==> src/rtl/regfile_param.sv <==
// Parametrised two-read / one-write register file with registered A/B
// operand outputs, optional hardwired-zero register, same-cycle write
// forwarding, and a sequential engine that clears every register in turn.
module regfile_param #(
  parameter int DATA_W   = 32,
  parameter int ADDR_W   = 5,
  parameter int DEPTH    = 32,
  parameter int ZERO_REG = 1,
  parameter int BYPASS   = 1
) (
  input  logic              clk,
  input  logic              reset_n,
  input  logic [ADDR_W-1:0] rs,
  input  logic [ADDR_W-1:0] rt,
  input  logic [ADDR_W-1:0] rd,
  input  logic              RegWrite,
  input  logic [DATA_W-1:0] write_data,
  input  logic              clear_req,
  input  logic [ADDR_W-1:0] dbg_addr,
  output logic [DATA_W-1:0] A,
  output logic [DATA_W-1:0] B,
  output logic              busy,
  output logic [DATA_W-1:0] dbg_data
);

  localparam logic [0:0] IDLE  = 1'b0;
  localparam logic [0:0] CLEAR = 1'b1;

  // Depth widened by one bit so the compare works even when DEPTH == 2**ADDR_W.
  localparam logic [ADDR_W:0]   DEPTH_EXT = (ADDR_W+1)'(DEPTH);
  localparam logic [ADDR_W-1:0] IDX_LAST  = ADDR_W'(DEPTH - 1);
  localparam logic [ADDR_W-1:0] IDX_ONE   = ADDR_W'(1);

  logic [DATA_W-1:0] regs [DEPTH];
  logic [0:0]        state;
  logic [ADDR_W-1:0] idx;
  logic              wr_commit;
  logic [DATA_W-1:0] rv_a;
  logic [DATA_W-1:0] rv_b;

  function automatic logic addr_valid(input logic [ADDR_W-1:0] x);
    return ({1'b0, x} < DEPTH_EXT);
  endfunction

  // Stored contents as seen by a reader: invalid addresses and the
  // hardwired zero register always read as zero.
  function automatic logic [DATA_W-1:0] base_read(input logic [ADDR_W-1:0] x);
    logic [DATA_W-1:0] v;
    v = '0;
    if (addr_valid(x) && !(ZERO_REG != 0 && x == '0)) begin
      v = regs[x];
    end
    return v;
  endfunction

  // A write only lands while idle, to a valid address, and never to the zero register.
  assign wr_commit = (state == IDLE) && RegWrite && addr_valid(rd) &&
                     !(ZERO_REG != 0 && rd == '0);

  // Operand read values, forwarding the committing write when enabled.
  always_comb begin
    rv_a = base_read(rs);
    rv_b = base_read(rt);
    if (BYPASS != 0 && wr_commit && rd == rs) begin
      rv_a = write_data;
    end
    if (BYPASS != 0 && wr_commit && rd == rt) begin
      rv_b = write_data;
    end
  end

  // Debug port never forwards; it shows only the committed contents.
  assign dbg_data = base_read(dbg_addr);

  // Register array: normal writes while idle, one zeroed entry per cycle while clearing.
  always_ff @(posedge clk or negedge reset_n) begin
    if (!reset_n) begin
      for (int i = 0; i < DEPTH; i++) begin
        regs[i] <= '0;
      end
    end else if (state == CLEAR) begin
      regs[idx] <= '0;
    end else if (wr_commit) begin
      regs[rd] <= write_data;
    end
  end

  // Clear sequencer: walks idx from 0 to DEPTH-1, holding busy the whole time.
  always_ff @(posedge clk or negedge reset_n) begin
    if (!reset_n) begin
      state <= IDLE;
      idx   <= '0;
      busy  <= 1'b0;
    end else begin
      case (state)
        IDLE: begin
          if (clear_req) begin
            state <= CLEAR;
            idx   <= '0;
            busy  <= 1'b1;
          end
        end
        CLEAR: begin
          if (idx == IDX_LAST) begin
            state <= IDLE;
            idx   <= '0;
            busy  <= 1'b0;
          end else begin
            idx <= idx + IDX_ONE;
          end
        end
        default: begin
          state <= IDLE;
          idx   <= '0;
          busy  <= 1'b0;
        end
      endcase
    end
  end

  // Operand registers refresh every idle cycle and freeze while clearing.
  always_ff @(posedge clk or negedge reset_n) begin
    if (!reset_n) begin
      A <= '0;
      B <= '0;
    end else if (state == IDLE) begin
      A <= rv_a;
      B <= rv_b;
    end
  end

endmodule

==> config.mk <==
export PLATFORM = sky130hd
export DESIGN_NAME = regfile_param
export DESIGN_NICKNAME = d
export VERILOG_FILES = /design/src/rtl/regfile_param.sv
export SDC_FILE = /design/constraint.sdc
export NUM_CORES = 2
export LEC_CHECK = 0
export CAP_MARGIN = 5
export CORE_MARGIN = 3
export CORE_UTILIZATION = 40
export DETAILED_ROUTE_END_ITERATION = 16
export DONT_BUFFER_PORTS = 1
export HOLD_SLACK_MARGIN = 0.15
export PLACE_DENSITY = 0.61
export SLEW_MARGIN = 15
export SYNTH_ARGS = -nofsm -noshare
export SYNTH_HDL_FRONTEND = slang
export SYNTH_SLANG_ARGS = --single-unit
==> constraint.sdc <==
create_clock -name clk -period 6.95 [get_ports clk]
set_clock_uncertainty 0.15 [all_clocks]
set_input_delay 1.39 -clock clk [delete_from_list [all_inputs] [get_ports clk]]
set_output_delay 1.39 -clock clk [all_outputs]
set_load 0.01 [all_outputs]
==> results.sh <==
export IMPL_cts_repair_resized=0
export IMPL_r2r_start="state"
export IMPL_slew_violations=0
export IMPL_yosysWarnings=0
export IMPL_worst_pin_slew_ps=1280
export IMPL_first_pass_iters=7
export IMPL_power_leakage_nw=28.48
export IMPL_area_delta_synth_final_pct=8.564
export IMPL_hp_class="in2async"
export IMPL_dieArea_um2=163700
export IMPL_final_cells=6105
export IMPL_max_stage_delay_ps=670
export IMPL_final_cell_mix="dfrtp_1 (1,094), a22o_1 (992), mux4_2 (889), clkbuf_16 (118), mux2i_1 (74)"
export IMPL_clkTransAtPathRegs_ps=70
export IMPL_power_density_nw_per_um2=284.9
export IMPL_overflow=0
export IMPL_syn_nets=4413
export IMPL_path_max_fanout=257
export IMPL_async_flop_share_pct=100.0
export IMPL_grt_pass1_vias=47470
export IMPL_place_detailed_hpwl_um=135800
export IMPL_ys_seq_area_share_pct=43.11
export IMPL_drive_gt1_share_pct=30.90
export IMPL_ir_drop_mv=0.2151
export IMPL_grt_max_degree=264
export IMPL_ios=153
export IMPL_drtIter0Drc=7287
export IMPL_worstPathArrival_ps=3540
export IMPL_tns_ps=0
export IMPL_cts_tree="done"
export IMPL_mostFrequentLayoutCell="dfrtp_1"
export IMPL_worstPathCellList="o41ai_2 > buf_4 > o21ai_1"
export IMPL_vias=47560
export IMPL_gr_usage_all_layers_pct=31.29
export IMPL_clk_path_buf_depth=3
export IMPL_synthCells=4352
export IMPL_gp_congestion=0.8621
export IMPL_post_route_period_util_pct=73.09
export IMPL_start_util_pct=40.46
export IMPL_cts_hold_buf=0
export IMPL_startpoint="dbg_addr[1]"
export IMPL_synth_edff_count=0
export IMPL_cts_made_buffers=115
export IMPL_status="finished clean"
export IMPL_cts_setup_buffers=0
export IMPL_end_kind="output pin"
export IMPL_synth_main_ff_cell="dfrtp_1"
export IMPL_dp_cells=5880
export IMPL_ys_types=51
export IMPL_core_area_um2=157100
export IMPL_h_tree_depth=3
export IMPL_period_needed_ps=5080
export IMPL_syn_area_per_cell_um2=14.61
export IMPL_cts_root_buf="clkbuf_16"
export IMPL_numPortBuffers=0
export IMPL_avgRoutedWirePerCell_um=42.18
export IMPL_cts_sinks=1095
export IMPL_layout_nets=4004
export IMPL_hold_viol=0
export IMPL_cp_start_kind="input port"
export IMPL_setup_violations=0
export IMPL_slowest_stage="buf_4"
export IMPL_drc=0
export IMPL_die_y_um=404.7
export IMPL_ys_ff_latch=1095
export IMPL_cp_data_required_time_ps=5410
export IMPL_crit_type="in2out"
export IMPL_syn_area_um2=63570
export IMPL_slew_headroom_pct=14.68
export IMPL_row_count=145
export IMPL_die_width_um=404.7
export IMPL_wirelength_um=257500
export IMPL_grt_pass1_wl_um=367800
export IMPL_antenna_found_initial=7
export IMPL_antenna_left=0
export IMPL_vias_per_cell=7.790
export IMPL_rsz0062_at_grt="no"
export IMPL_clock_latency_ps=760
export IMPL_cap_violations=0
export IMPL_path_buf_inv=1
export IMPL_crit_family="compound AO/OA/AOI/OAI gates"
export IMPL_max_freq_ghz=0.1969
cell type report:
type | instances | area [µm²]
Fill cell | 13890 | 88100
Multi-Input combinational cell | 2603 | 34030
Sequential cell | 1095 | 27410
Clock buffer | 168 | 3421
Tap cell | 2058 | 2575
Timing Repair Buffer | 87 | 962.2
Clock inverter | 45 | 449.2
Inverter | 41 | 153.9
Antenna cell | 8 | 20.02
per-stage QoR:
stage	area (µm²)	hold WS (ps)	total power, mW	setup slack, ps	utilization (%)
finish	69010	187.5	19.66	1870	43.93
global route	69000	168.6	20.23	2154	43.92
CTS	68870	152.9	19.48	2366	43.83
detailed placement	65000	365.5	13.08	2365	41.37
global placement	64810	362.7	12.96	1995	41.25
floorplan	63570	334.5	11.56	2259	-
routing by layer:
metal  part of all wire, %  GRT usage (%)  up-vias
li1                      -              -    17240
met1                    35          39.31    25230
met2                    42          43.92     4150
met3                    17          16.29      919
met4                   5.9          15.95       10
met5                 0.067         0.8029        -
synth_stat cells (all sizes together), types with 33 or more instances:
library cell     n  share of area (%)
dfrtp         1095                 43
a22o           992                 14
mux4           889                 31
clkbuf         410                2.4
buf            203                1.8
mux2i           74                1.2
nor2            72               0.43
nand2           70               0.41
nand3           70               0.55
o21ai           69               0.54
a32oi           64               0.88
inv             41               0.24
and2            38               0.37
and3            36               0.35
a22oi           34               0.40
nand2b          33               0.32
registers in the layout, summed over array words and instances (netlist names):
name and count:
regs 1024, A 32, B 32, idx 5, busy 1, state 1
path summary, 6_finish.rpt:
| check | to | slack, ps | cells past startpoint |
|---|---|---|---|
| worst max-delay path | dbg_data[20] | 1870 | 3 |
| worst min-delay path | regs[1016] | 190 | 0 |
| worst min register to register | regs[1021] | 380 | 1 |
| max in group asynchronous | regs[294] | 3910 | 3 |
| worst max register to register | regs[477] | 2920 | 7 |
| min in group clk | regs[1021] | 380 | 1 |
where the power goes:
part	switching (mW)	total (mW)	internal, mW
registers	1.34	8.75	7.40
logic	2.15	4.46	2.32
clock network	2.82	6.45	3.63
logic make-up (layout without fill, tap and decap cells):
family | after synthesis | count (layout) | synth area share (%)
simple gates | 353 | 353 | 2.801
buf+inv | 654 | 341 | 4.454
compound gates | 1269 | 1269 | 16.70
fa+ha+maj | 5 | 5 | 0.09841
flops | 1095 | 1095 | 43.11
mux | 964 | 964 | 32.68
other cells | 0 | 8 | 0
xor+xnor | 12 | 12 | 0.1653
Power figures use the tool's default switching activity.
